[src/rtl/alu_sequencer_if.sv]
// Request/response bundle between decode/control logic and the ALU sequencer.
// The master modport is the requester side and the slave modport is the sequencer side.
interface alu_sequencer_if #(
  parameter int WIDTH      = 32,
  parameter int FUNC_WIDTH = 5
);
  logic                  req_valid;
  logic                  req_ready;
  logic [FUNC_WIDTH-1:0] req_op;
  logic [WIDTH-1:0]      req_a;
  logic [WIDTH-1:0]      req_b;
  logic                  req_ci;
  logic                  rsp_valid;
  logic                  rsp_ready;
  logic [WIDTH-1:0]      rsp_result;
  logic                  rsp_co;
  logic                  rsp_zero;
  logic                  rsp_err;
  logic                  busy;

  modport master (
    output req_valid, req_op, req_a, req_b, req_ci, rsp_ready,
    input  req_ready, rsp_valid, rsp_result, rsp_co, rsp_zero, rsp_err, busy
  );

  modport slave (
    input  req_valid, req_op, req_a, req_b, req_ci, rsp_ready,
    output req_ready, rsp_valid, rsp_result, rsp_co, rsp_zero, rsp_err, busy
  );
endinterface

[src/rtl/alu_sequencer.sv]
// Issues one request at a time to a combinational ALU and waits a per-class latency.
// It then returns the captured sum, carry and flags over a valid/ready response channel.
module alu_sequencer #(
  parameter int WIDTH      = 32,
  parameter int FUNC_WIDTH = 5,
  parameter int FAST_LAT   = 1,
  parameter int SLOW_LAT   = 4
) (
  input  logic                  clk,
  input  logic                  rst,
  alu_sequencer_if.slave        bus,
  output logic [WIDTH-1:0]      alu_a,
  output logic [WIDTH-1:0]      alu_b,
  output logic                  alu_ci,
  output logic [FUNC_WIDTH-1:0] alu_f,
  input  logic [WIDTH-1:0]      alu_s,
  input  logic                  alu_co
);

  localparam int LAT_MAX = (SLOW_LAT > FAST_LAT) ? SLOW_LAT : FAST_LAT;
  localparam int CNT_W   = (LAT_MAX > 1) ? $clog2(LAT_MAX) : 1;

  localparam logic [FUNC_WIDTH-1:0] OP_NOOP = FUNC_WIDTH'(0);
  localparam logic [FUNC_WIDTH-1:0] OP_MUL  = FUNC_WIDTH'(3);
  localparam logic [FUNC_WIDTH-1:0] OP_DIV  = FUNC_WIDTH'(4);
  localparam logic [FUNC_WIDTH-1:0] OP_MOD  = FUNC_WIDTH'(5);
  localparam logic [FUNC_WIDTH-1:0] OP_LAST = FUNC_WIDTH'(22);

  localparam logic [CNT_W-1:0] FAST_CNT = CNT_W'(FAST_LAT - 1);
  localparam logic [CNT_W-1:0] SLOW_CNT = CNT_W'(SLOW_LAT - 1);

  typedef enum logic [1:0] {
    IDLE = 2'd0,
    EXEC = 2'd1,
    RESP = 2'd2
  } state_t;

  function automatic logic op_is_err(input logic [FUNC_WIDTH-1:0] op, input logic [WIDTH-1:0] b);
    return (op > OP_LAST) || (((op == OP_DIV) || (op == OP_MOD)) && (b == '0));
  endfunction

  function automatic logic op_is_slow(input logic [FUNC_WIDTH-1:0] op);
    return (op == OP_MUL) || (op == OP_DIV) || (op == OP_MOD);
  endfunction

  state_t           state_r;
  logic [CNT_W-1:0] cnt_r;
  logic             req_ready_r;
  logic             busy_r;
  logic             rsp_valid_r;
  logic [WIDTH-1:0] rsp_result_r;
  logic             rsp_co_r;
  logic             rsp_zero_r;
  logic             rsp_err_r;
  logic             req_err_s;
  logic             req_slow_s;

  assign req_err_s  = op_is_err(bus.req_op, bus.req_b);
  assign req_slow_s = op_is_slow(bus.req_op);

  // Sequencer FSM: accept, count down the execute latency, hold the response until taken
  always_ff @(posedge clk or posedge rst) begin
    if (rst) begin
      state_r      <= IDLE;
      cnt_r        <= '0;
      req_ready_r  <= 1'b1;
      busy_r       <= 1'b0;
      rsp_valid_r  <= 1'b0;
      rsp_result_r <= '0;
      rsp_co_r     <= 1'b0;
      rsp_zero_r   <= 1'b0;
      rsp_err_r    <= 1'b0;
      alu_a        <= '0;
      alu_b        <= '0;
      alu_ci       <= 1'b0;
      alu_f        <= OP_NOOP;
    end else begin
      case (state_r)
        IDLE: begin
          if (bus.req_valid) begin
            alu_a       <= bus.req_a;
            alu_b       <= bus.req_b;
            alu_ci      <= bus.req_ci;
            req_ready_r <= 1'b0;
            busy_r      <= 1'b1;
            // Rejected ops never reach the ALU function input
            if (req_err_s) begin
              state_r      <= RESP;
              rsp_valid_r  <= 1'b1;
              rsp_result_r <= '0;
              rsp_co_r     <= 1'b0;
              rsp_zero_r   <= 1'b1;
              rsp_err_r    <= 1'b1;
            end else begin
              state_r <= EXEC;
              alu_f   <= bus.req_op;
              cnt_r   <= req_slow_s ? SLOW_CNT : FAST_CNT;
            end
          end
        end
        EXEC: begin
          if (cnt_r == '0) begin
            state_r      <= RESP;
            rsp_valid_r  <= 1'b1;
            rsp_result_r <= alu_s;
            rsp_co_r     <= alu_co;
            rsp_zero_r   <= (alu_s == '0);
            rsp_err_r    <= 1'b0;
            alu_f        <= OP_NOOP;
          end else begin
            cnt_r <= cnt_r - CNT_W'(1);
          end
        end
        RESP: begin
          if (bus.rsp_ready) begin
            state_r     <= IDLE;
            rsp_valid_r <= 1'b0;
            req_ready_r <= 1'b1;
            busy_r      <= 1'b0;
          end
        end
        default: begin
          state_r     <= IDLE;
          rsp_valid_r <= 1'b0;
          req_ready_r <= 1'b1;
          busy_r      <= 1'b0;
          alu_f       <= OP_NOOP;
        end
      endcase
    end
  end

  assign bus.req_ready  = req_ready_r;
  assign bus.busy       = busy_r;
  assign bus.rsp_valid  = rsp_valid_r;
  assign bus.rsp_result = rsp_result_r;
  assign bus.rsp_co     = rsp_co_r;
  assign bus.rsp_zero   = rsp_zero_r;
  assign bus.rsp_err    = rsp_err_r;

endmodule
[src/flat_wrapper.sv]
// flat-port wrapper written by rule: the top's interface ports become plain ports
module alu_sequencer_flat 
#(
  parameter int WIDTH      = 32,
  parameter int FUNC_WIDTH = 5,
  parameter int FAST_LAT   = 1,
  parameter int SLOW_LAT   = 4
)
  (clk, rst, alu_a, alu_b, alu_ci, alu_f, alu_s, alu_co, bus_req_valid, bus_req_op, bus_req_a, bus_req_b, bus_req_ci, bus_rsp_ready, bus_req_ready, bus_rsp_valid, bus_rsp_result, bus_rsp_co, bus_rsp_zero, bus_rsp_err, bus_busy);
  alu_sequencer_if #(.WIDTH(WIDTH), .FUNC_WIDTH(FUNC_WIDTH)) bus_i ();
  input  logic clk;
  input  logic rst;
  output logic [WIDTH-1:0] alu_a;
  output logic [WIDTH-1:0] alu_b;
  output logic alu_ci;
  output logic [FUNC_WIDTH-1:0] alu_f;
  input  logic [WIDTH-1:0] alu_s;
  input  logic alu_co;
  input wire logic [$bits(bus_i.req_valid)-1:0] bus_req_valid;
  input wire logic [$bits(bus_i.req_op)-1:0] bus_req_op;
  input wire logic [$bits(bus_i.req_a)-1:0] bus_req_a;
  input wire logic [$bits(bus_i.req_b)-1:0] bus_req_b;
  input wire logic [$bits(bus_i.req_ci)-1:0] bus_req_ci;
  input wire logic [$bits(bus_i.rsp_ready)-1:0] bus_rsp_ready;
  output wire logic [$bits(bus_i.req_ready)-1:0] bus_req_ready;
  output wire logic [$bits(bus_i.rsp_valid)-1:0] bus_rsp_valid;
  output wire logic [$bits(bus_i.rsp_result)-1:0] bus_rsp_result;
  output wire logic [$bits(bus_i.rsp_co)-1:0] bus_rsp_co;
  output wire logic [$bits(bus_i.rsp_zero)-1:0] bus_rsp_zero;
  output wire logic [$bits(bus_i.rsp_err)-1:0] bus_rsp_err;
  output wire logic [$bits(bus_i.busy)-1:0] bus_busy;
  assign bus_i.req_valid = bus_req_valid;
  assign bus_i.req_op = bus_req_op;
  assign bus_i.req_a = bus_req_a;
  assign bus_i.req_b = bus_req_b;
  assign bus_i.req_ci = bus_req_ci;
  assign bus_i.rsp_ready = bus_rsp_ready;
  assign bus_req_ready = bus_i.req_ready;
  assign bus_rsp_valid = bus_i.rsp_valid;
  assign bus_rsp_result = bus_i.rsp_result;
  assign bus_rsp_co = bus_i.rsp_co;
  assign bus_rsp_zero = bus_i.rsp_zero;
  assign bus_rsp_err = bus_i.rsp_err;
  assign bus_busy = bus_i.busy;
  alu_sequencer #(.WIDTH(WIDTH), .FUNC_WIDTH(FUNC_WIDTH), .FAST_LAT(FAST_LAT), .SLOW_LAT(SLOW_LAT)) u_core (.clk(clk), .rst(rst), .bus(bus_i), .alu_a(alu_a), .alu_b(alu_b), .alu_ci(alu_ci), .alu_f(alu_f), .alu_s(alu_s), .alu_co(alu_co));
endmodule
[config.mk]
export PLATFORM = sky130hd
export DESIGN_NAME = alu_sequencer_flat
export DESIGN_NICKNAME = d
export VERILOG_FILES = /design/src/rtl/alu_sequencer_if.sv /design/src/rtl/alu_sequencer.sv /design/src/flat_wrapper.sv
export SDC_FILE = /design/constraint.sdc
export NUM_CORES = 1
export LEC_CHECK = 0
export ABC_CLOCK_PERIOD_IN_PS = 4750
export CAP_MARGIN = 30
export CORE_MARGIN = 4
export CORE_UTILIZATION = 30
export CTS_BUF_LIST = sky130_fd_sc_hd__clkbuf_8
export CTS_CLUSTER_DIAMETER = 200
export DETAILED_ROUTE_END_ITERATION = 7
export GPL_TIMING_DRIVEN = 0
export PLACE_DENSITY = 0.68
export SLEW_MARGIN = 20
export SYNTH_ARGS = -nofsm -noshare
export SYNTH_HDL_FRONTEND = slang
export SYNTH_SLANG_ARGS = --single-unit
[constraint.sdc]
create_clock -name clk -period 4.75 [get_ports clk]
set_input_delay 0.7125 -clock clk [delete_from_list [all_inputs] [get_ports clk]]
set_output_delay 0.7125 -clock clk [all_outputs]
set_load 0.02 [all_outputs]
==> impl_metrics.toml, run 1 <==
[critical_path]
worstSetupStartpointType = "input pin"
critical_path.endpoint_type = "flop"
worstReg2RegEnd = "u_core.bus.rsp_result[21]"
arrival_ns = 2.83
required_time_reported_for_the_critical_path_endpoint_ns = 5.01
worstSetupStartpoint = "bus_req_b[10]"
rr_startpoint = "u_core.cnt_r[0]"
critical_path_maximum_fanout = 6
critPathCapture = "u_core.cnt_r[0]"
worst_setup_slack_for_register_to_register_paths_ns = 2.59
worst-setup-path-type = "in -> reg"
worst-r2r-cell-count = 7

[synth]
mappedNetlistArea_sq_um = 4735
synth.top_cell.area_share = 0.5867
ys_warn_count = 0
netlist.top_cell.by_area = "sky130_fd_sc_hd__dfrtp_1"
postSynthCellCount = 370
synth_sequential_area_ratio = 0.5922
synth_fp_nets = 478
synthFlopType = "sky130_fd_sc_hd__dfrtp_1"
edff_count_synth = 0
postSynthRegisterBits = 112
synth_area_per_cell_sq_um = 12.80
largest_cells_by_area_after_synthesis = "sky130_fd_sc_hd__dfrtp_1, sky130_fd_sc_hd__mux2_2, sky130_fd_sc_hd__mux2i_1, sky130_fd_sc_hd__nand2_1, sky130_fd_sc_hd__inv_1"
ys_types = 34
synth-async-reset-ratio = 1.000
most_repeated_cell_in_the_gate_level_netlist_after_synthesis = "sky130_fd_sc_hd__dfrtp_1"
synth_commonest_cells = "sky130_fd_sc_hd__dfrtp_1, sky130_fd_sc_hd__mux2_2, sky130_fd_sc_hd__nand2_1, sky130_fd_sc_hd__inv_1, sky130_fd_sc_hd__mux2i_1"

[clocking]
path_clk_slew_ns = 0.10
cts_inserted_buffers = 9
post-cts-setup-buffer-count = 0
clock_tree.buffer_depth = 2
cts_sinks = 112
postCtsHoldBufs = 0
clk_latency_ns = 0.37
cts_htree_levels = 3
tritoncts = "yes"
clockRootBuffer = "sky130_fd_sc_hd__clkbuf_8"
cts_repair_resize_count = 0

[job]
maxCapViolCount = 0

[final_layout]
final_nets = 704
antenna_cells = 0
final_design_area_no_fill_sq_um = 7403
final_core_utilization = 0.4834
final_layout_size_suffix_gt1_frac = 0.1747
area_delta_synth_final_pct = 56.37

[floorplan]
dieWidth_um = 133.6
die_outline_area_sq_um = 17860
initial_core_util = 0.3092
core-area_sq_um = 15310
overall_die_height_um = 133.6
floorplan.io_pins = 215
fp-row-count = 45

[pwr]
max-vdd-ir-drop_mv = 0.2983
ratio_of_total_power_to_cell_area_nw_per_um2 = 612.9
total_power_uw = 4538
total_leakage_power_uw = 0.003192

[global_route]
grt_start_max_net_pins = 65
overflow_after_grt = 0
first_global_vias = 4073
first_pass_grt_wire_length_mm = 21.14
grtUsageTotal = 0.1476
antenna_violations_before_repair = 0

[placement]
hpwlAfterDp_mm = 10.24
place_congestion = 0.8198
dpl-instance-area_sq_um = 7173
port_buffers = 214

[sta]
fmaxAchievable_mhz = 389.9
unrepaired_setup_endpoints_after_global_routing = "no"
slew_headroom = 0.5656
timing_hold_violations_final = 0
final.setup.tns_ns = 0
timing.final.max_slew_violations = 0
tightest_slew_ns = 0.6504
final-setup-viol-count = 0
fin_skew_ns = 0.006627
finalWorstPathRequiredPeriod_ns = 2.565
final.period_utilization = 0.5399

[min_path]
holdCritPathClass = "reg -> reg"

[run_status]
run_status = "completed"

[route]
vias = 3702
remaining_drc_errors = 0
routed_wl_mm = 13.15
dr.pass1.iters = 4
detail-route-antenna-nets = 0
drt_iter0_drc = 104
drt-wirelength-per-cell_um = 16.20
vias_per_cell = 4.559
[sequential cells by signal, indices dropped and copies added, names as in the netlist]
name	flops
u_core.bus.busy	1
u_core.bus.rsp_err	1
u_core.bus.req_ready	1
u_core.alu_a	32
u_core.bus.rsp_zero	1
u_core.state_r	2
u_core.cnt_r	2
u_core.bus.rsp_valid	1
u_core.bus.rsp_co	1
u_core.alu_f	5
u_core.alu_b	32
u_core.alu_ci	1
u_core.bus.rsp_result	32
[cell families after synthesis]
logic type | after synthesis | share of synthesized area
buffers and inverters | 55 | 0.05047
adder cells (fa/ha/maj) | 1 | 0.002642
AND/OR/NAND/NOR | 80 | 0.08192
multiplexers | 102 | 0.2349
AO/OA/AOI/OAI | 20 | 0.03780
flip-flops | 112 | 0.5922
[worst max-delay path: stages]
cell and delay, ns:
sky130_fd_sc_hd__clkdlybuf4s50_1 0.46, sky130_fd_sc_hd__nor4_1 0.36, sky130_fd_sc_hd__nand4_1 0.30, sky130_fd_sc_hd__o311ai_4 0.48
sky130_fd_sc_hd__o32ai_2 0.18, sky130_fd_sc_hd__mux2_4 0.33
[how the worst min path moves through the flow]
| stage | startpoint | to | slack [ns] | cells after the start |
|---|---|---|---|---|
| 5_1_grt | u_core.alu_a[30] | u_core.alu_a[30] | 0.54 | 1 |
| 3_5_place_dp | u_core.alu_f[0] | u_core.alu_f[0] | 0.49 | 1 |
| 2_1_floorplan | u_core.cnt_r[1] | u_core.cnt_r[1] | 0.48 | 1 |
| 4_1_cts | u_core.alu_b[23] | u_core.alu_b[23] | 0.52 | 1 |
| 3_3_place_gp | u_core.alu_f[1] | u_core.alu_f[1] | 0.49 | 1 |
| 6_report | u_core.alu_b[23] | u_core.alu_b[23] | 0.51 | 1 |
[through the flow]
stage | setup slack [ns] | hold slack, ns | cells
after floorplan | 1.080 | 0.4819 | 370
after global placement | -0.5520 | 0.4873 | 795
after detailed placement | 1.777 | 0.4905 | 796
after CTS | 2.201 | 0.5188 | 812
after global routing | 2.074 | 0.5379 | 812
final | 2.185 | 0.5148 | 812
[routing by layer]
metal	track usage	vias up	wire length, um	share of wire
met1	0.1787	1819	5399	0.41
li1	-	1710	-	-
met3	0.06118	19	1347	0.10
met2	0.2370	154	6137	0.47
met5	0	-	0	0
met4	0.05371	0	269	0.020
[where the power goes]
part | internal [uW] | switching [uW] | leakage [uW] | total [uW]
clock network | 313 | 329 | 0.000109 | 643
logic | 1200 | 1140 | 0.00170 | 2340
registers | 1350 | 212 | 0.00138 | 1560
total | 2860 | 1680 | 0.00319 | 4540
[cell type report]
cell class / count / area (sq um)
buffer: 15 / 88.84
clock buffer: 10 / 137.6
clock inverter: 6 / 92.59
fill: 1370 / 7911
inverter: 40 / 155.1
multi-input combinational: 203 / 1692
sequential: 112 / 2804
tap: 211 / 264.0
timing repair buffer: 215 / 2170
[cells in the final DEF (no fill, tap or decap), drive strengths merged, types with 2 or more instances in the layout]
cell type and count:
nor2 8, nand4 3, mux2i 35, bufinv 2, o311ai 2, a22o 3, dfrtp 111, a21oi 2
nor3 2, clkbuf 14, o21ai 7, nand2 43, nor2b 4, mux2 67, clkinvlp 2, buf 12
nor4 16, clkinv 2, nand3 2, clkdlybuf4s50 214, inv 40
(Power assumes the default switching activity.)
==> run 2: changes to the inputs <==
--- a/config.mk
+++ b/config.mk
@@ -5,7 +5,7 @@
 export SDC_FILE = /design/constraint.sdc
 export NUM_CORES = 1
 export LEC_CHECK = 0
-export ABC_CLOCK_PERIOD_IN_PS = 4750
+export ABC_CLOCK_PERIOD_IN_PS = 2100
 export CAP_MARGIN = 30
 export CORE_MARGIN = 4
 export CORE_UTILIZATION = 30
@@ -13,7 +13,7 @@
 export CTS_CLUSTER_DIAMETER = 200
 export DETAILED_ROUTE_END_ITERATION = 7
 export GPL_TIMING_DRIVEN = 0
-export PLACE_DENSITY = 0.68
+export PLACE_DENSITY = 0.7
 export SLEW_MARGIN = 20
 export SYNTH_ARGS = -nofsm -noshare
 export SYNTH_HDL_FRONTEND = slang
==> constraint.sdc (replaced) <==
create_clock -name clk -period 2.1 [get_ports clk]
set_input_delay 0.315 -clock clk [delete_from_list [all_inputs] [get_ports clk]]
set_output_delay 0.315 -clock clk [all_outputs]
set_load 0.02 [all_outputs]
==> run 2 against run 1 <==
  * Worst hold slack got worse by 0.21 ns
  * Critical path depth rose by 1
  * Global-route usage increased by 0.16 points
  * Power grew 120%
  * Clock power increased by 84%
  * Setup slack got worse by 2.1 ns
  * Via count down 0.76%
  * Cell count is 0.99% higher
  * Final area up 1.6%
  * First-iteration DRC count fell by 11%
  * Sequential share of layout area fell by 0.58 points
==> impl_metrics.toml, run 2 (synthesized netlist as in run 1, its figures left out) <==
[clocking]
cts_htree_levels = 3
postCtsHoldBufs = 0
clockRootBuffer = "sky130_fd_sc_hd__clkbuf_8"
cts_sinks = 112
clock_tree.buffer_depth = 2
cts_inserted_buffers = 9
tritoncts = "yes"
path_clk_slew_ns = 0.10
clk_latency_ns = 0.37

[sta]
finalWorstPathRequiredPeriod_ns = 2.001
layout_setup_ws_ns = 0.09868
final.period_utilization = 0.9530
final.setup.tns_ns = 0
final-setup-viol-count = 0
fin_skew_ns = 0.007583
tightest_slew_ns = 0.4792
timing_hold_violations_final = 0
fmaxAchievable_mhz = 499.7
slew_headroom = 0.6799
timing.final.max_slew_violations = 0

[final_layout]
most-common-layout-cells = "sky130_fd_sc_hd__clkdlybuf4s50_1, sky130_fd_sc_hd__dfrtp_1, sky130_fd_sc_hd__mux2_2"
final_design_area_no_fill_sq_um = 7518
antenna_cells = 0
n_fill_cell = 1364
final_layout_size_suffix_gt1_frac = 0.1938
area_delta_synth_final_pct = 58.80
layout_commonest_cell = "sky130_fd_sc_hd__clkdlybuf4s50_1"
finalNonFillerCells = 820
final_nets = 712

[route]
drt_iter0_drc = 93
vias_per_cell = 4.480
detail-route-antenna-nets = 0
drt-wirelength-per-cell_um = 16.07
remaining_drc_errors = 0
routed_wl_mm = 13.18
dr.pass1.iters = 6
vias = 3674

[critical_path]
worst-r2r-cell-count = 7
critical_path.cell_chain = "buf_2 -> inv_1 -> nand2_1 -> nor2_2 -> buf_4 -> clkbuf_4 -> mux2_2"
critical_path_maximum_fanout = 10
critical_path.endpoint_type = "flop"
worstReg2RegEnd = "u_core.alu_b[15]"
required_time_reported_for_the_critical_path_endpoint_ns = 2.36
worst_setup_slack_for_register_to_register_paths_ns = 0.1
arrival_ns = 2.26
cp_slowest_cell = "sky130_fd_sc_hd__dfrtp_1"
rr_startpoint = "u_core.state_r[0]"
worst-setup-path-type = "reg -> reg"
worstSetupStartpointType = "flop"
critical_path_s_largest_stage_delay_ns = 0.45

[placement]
dp_worst_setup_slack_ns = -0.5036
port_buffers = 214
hpwlAfterDp_mm = 10.37
placedCellCount = 799
dpl-instance-area_sq_um = 7239
place_congestion = 0.8451

[global_route]
first_global_vias = 4099
first_pass_grt_wire_length_mm = 21.46
antenna_violations_before_repair = 0
overflow_after_grt = 0
grtUsageTotal = 0.1492
grt_start_max_net_pins = 34

[floorplan]
core-area_sq_um = 15310
floorplan.io_pins = 215
dieWidth_um = 133.6
initial_core_util = 0.3092
die_outline_area_sq_um = 17860
fp-row-count = 45
overall_die_height_um = 133.6

[run_status]
run_status = "completed"

[pwr]
max-vdd-ir-drop_mv = 0.7527
total_leakage_power_uw = 0.003234
ratio_of_total_power_to_cell_area_nw_per_um2 = 1347
total_power_uw = 10130

[min_path]
holdCritPathClass = "in -> async"

[job]
maxCapViolCount = 0
==> run 2: changes by cell type in the layout (fill, tap and decap cells not counted), sizes merged <==
cell    change
buf         +4
bufinv      -2
clkinv      +1
inv         +1
clkbuf      +4
==> run 2: report_power, final <==
part	switching [uW]	internal [uW]	leakage [uW]	total, uW
logic	2610	2800	0.00176	5410
registers	487	3050	0.00138	3530
clock network	722	459	0.0000948	1180
total	3820	6300	0.00323	10100
==> run 2: worst max-delay path: cells and delay by family (launching register included) <==
family	cells	cell delay [ns]
buffers and inverters	4	0.83
DFF	1	0.45
muxes	1	0.35
and+or+nand+nor	2	0.26
==> run 2: metrics by stage <==
stage                     hold slack, ns  utilization
after floorplan                   0.4488            -
after global placement            0.4852       0.4665
after detailed placement          0.4860       0.4727
after CTS                         0.2865       0.4868
after global routing              0.3191       0.4909
final                             0.3059       0.4909
==> run 2: cell type report <==
type,count,area [sq um],area share
plain buffers,15,103.9,0.01381
multi-input cells,203,1743,0.2318
clock buffers,10,137.6,0.01831
inverters,40,153.9,0.02047
repair buffers,223,2275,0.3025
well taps,211,264.0,0.03511
clock inverters,6,37.54,0.004993
flip-flops and latches,112,2804,0.3729
==> run 2: repair_timing <==
item | 4_1_cts | 5_1_grt
endpoints found under the setup margin | 83 | 75
setup buffers | 2 | 3
resized for setup | 5 | 10
pin swaps | 3 | 1
==> run 2: worst max path at each step <==
stage | startpoint | cells past startpoint | slack [ns] | end
2_1_floorplan | u_core.cnt_r[0] | 7 | 0.30 | u_core.bus.rsp_co
3_3_place_gp | rst | 2 | -0.64 | u_core.alu_f[4]
3_5_place_dp | bus_req_b[26] | 6 | -0.50 | u_core.cnt_r[0]
4_1_cts | bus_req_b[4] | 7 | 0.002 | u_core.bus.rsp_result[8]
5_1_grt | bus_req_b[9] | 8 | -0.002 | u_core.bus.rsp_result[1]
6_report | u_core.state_r[0] | 7 | 0.1 | u_core.alu_b[15]
==> run 2: per-layer routing <==
metal | global-route usage | share of wire | vias to the layer above
li1 | - | - | 1721
met1 | 0.1772 | 0.41 | 1785
met2 | 0.2455 | 0.48 | 148
met3 | 0.05853 | 0.097 | 20
met4 | 0.05543 | 0.021 | 0
met5 | 0 | 0 | -
==> run 3: changes to the inputs <==
--- a/config.mk
+++ b/config.mk
@@ -8,12 +8,13 @@
 export ABC_CLOCK_PERIOD_IN_PS = 2100
 export CAP_MARGIN = 30
 export CORE_MARGIN = 4
-export CORE_UTILIZATION = 30
+export CORE_UTILIZATION = 39
 export CTS_BUF_LIST = sky130_fd_sc_hd__clkbuf_8
 export CTS_CLUSTER_DIAMETER = 200
 export DETAILED_ROUTE_END_ITERATION = 7
 export GPL_TIMING_DRIVEN = 0
-export PLACE_DENSITY = 0.7
+export HOLD_SLACK_MARGIN = 0.03
+export PLACE_DENSITY = 0.86
 export SLEW_MARGIN = 20
 export SYNTH_ARGS = -nofsm -noshare
 export SYNTH_HDL_FRONTEND = slang
==> run 3 against run 2 <==
  * First-iteration DRC count increased by 67%
  * Clock-buffer cell count increased by 1
  * Power is 1.1% higher
  * Largest cell class unchanged
==> impl_metrics.toml, run 3 (synthesized netlist as in run 1, its figures left out) <==
[run_status]
run_status = "completed"

[final_layout]
final_nets = 711
antenna_cells = 0
final_layout_size_suffix_gt1_frac = 0.1891
area_delta_synth_final_pct = 57.16
n_fill_cell = 904
most-common-layout-cells = "sky130_fd_sc_hd__clkdlybuf4s50_1, sky130_fd_sc_hd__dfrtp_1, sky130_fd_sc_hd__mux2_2"
layout_commonest_cell = "sky130_fd_sc_hd__clkdlybuf4s50_1"

[clocking]
tritoncts = "yes"
path_clk_slew_ns = 0.10
postCtsHoldBufs = 0
cts_htree_levels = 3
cts_inserted_buffers = 9
cts_sinks = 112
clk_latency_ns = 0.37
clockRootBuffer = "sky130_fd_sc_hd__clkbuf_8"
clock_tree.buffer_depth = 2

[sta]
fin_skew_ns = 0.01024
hold-worst-slack_ns = 0.2486
fmaxAchievable_mhz = 496.6
slew_headroom = 0.6974
timing_hold_violations_final = 0
timing.final.max_slew_violations = 0
final.period_utilization = 0.9590
tightest_slew_ns = 0.4539
finalWorstPathRequiredPeriod_ns = 2.014
final-setup-viol-count = 0

[min_path]
holdCritPathClass = "in -> async"

[global_route]
antenna_violations_before_repair = 0
grt_start_max_net_pins = 29
first_global_vias = 4185
overflow_after_grt = 0
first_pass_grt_wire_length_mm = 21.15
grtUsageTotal = 0.1876

[placement]
hpwlAfterDp_mm = 10.47
port_buffers = 214
place_congestion = 0.8307

[floorplan]
core-area_sq_um = 11660
floorplan.io_pins = 215
dieWidth_um = 118.2
die_outline_area_sq_um = 13970
overall_die_height_um = 118.2
initial_core_util = 0.4060
fp-row-count = 39

[critical_path]
worst_setup_slack_for_register_to_register_paths_ns = 0.09
critical_path_maximum_fanout = 10
required_time_reported_for_the_critical_path_endpoint_ns = 2.35
worst-setup-path-type = "reg -> reg"
worstSetupStartpointType = "flop"
critical_path.endpoint_type = "flop"
arrival_ns = 2.27

[pwr]
total_leakage_power_uw = 0.003264
total_power_uw = 10230
max-vdd-ir-drop_mv = 0.8789
ratio_of_total_power_to_cell_area_nw_per_um2 = 1375

[route]
drt_iter0_drc = 155
vias_per_cell = 4.968
dr.pass1.iters = 6
drt-wirelength-per-cell_um = 17.52
detail-route-antenna-nets = 0
remaining_drc_errors = 0
vias = 3731
routed_wl_mm = 13.16

[job]
maxCapViolCount = 0
-- run 3: routing by layer --
metal  routed length [um]  global-route usage
met4                  265             0.06593
met3                 1229             0.07593
met2                 6827              0.3369
met5                    0                   0
met1                 4835              0.1986
-- run 3: cell type report --
cell class / instances / area (sq um) / share of cell area
inverters: 40 / 153.9 / 0.02068
flip-flops and latches: 112 / 2804 / 0.3768
repair buffers: 222 / 2260 / 0.3037
well taps: 143 / 178.9 / 0.02405
plain buffers: 15 / 103.9 / 0.01396
clock inverters: 5 / 47.55 / 0.006390
clock buffers: 11 / 151.4 / 0.02035
multi-input cells: 203 / 1742 / 0.2341
-- run 3: stage by stage --
stage          cell area, sq um   TNS, ns  worst slack [ns]  cells    util
6_report                   7441         0           0.08620    751  0.6380
5_1_grt                    7441  -0.06879          -0.01880    751  0.6380
4_1_cts                    7376  -0.09579          -0.01844    750  0.6324
3_5_place_dp               7147    -21.19           -0.5535    731  0.6128
3_3_place_gp               7059    -85.95           -0.6009    727  0.6053
2_1_floorplan              4738         0            0.3005    370       -
-- run 3: power breakdown --
| group | switching, uW | total (uW) | internal (uW) |
|---|---|---|---|
| registers | 488 | 3530 | 3050 |
| clock network | 690 | 1300 | 606 |
| logic | 2620 | 5400 | 2780 |
| total | 3800 | 10200 | 6430 |
-- run 3: worst max-delay path, stage by stage (launching register included) --
cell	delay, ns
sky130_fd_sc_hd__dfrtp_1	0.43
sky130_fd_sc_hd__buf_2	0.20
sky130_fd_sc_hd__inv_1	0.19
sky130_fd_sc_hd__nand2_1	0.11
sky130_fd_sc_hd__nor2_2	0.15
sky130_fd_sc_hd__buf_4	0.21
sky130_fd_sc_hd__clkbuf_4	0.25
sky130_fd_sc_hd__mux2_2	0.37
-- run 3: path summary, 6_finish.rpt --
path | start | to | cells past startpoint
hold reg to reg | u_core.alu_f[1] | u_core.alu_f[1] | 1
setup / recovery | u_core.state_r[0] | u_core.alu_b[13] | 7
min in group clk | u_core.alu_f[1] | u_core.alu_f[1] | 1
max in group asynchronous | rst | u_core.bus.req_ready | 4
hold / removal | rst | u_core.alu_a[16] | 2
setup reg to reg | u_core.state_r[0] | u_core.alu_b[13] | 7
-- run 3: what timing repair did --
action | 4_1_cts | 5_1_grt
hold endpoints to repair | 0 | 0
setup buffers | 3 | 1
gates resized for setup | 1 | 14
endpoints found under the setup margin | 34 | 84
pin swaps | 3 | 2
gates cloned | 0 | 0
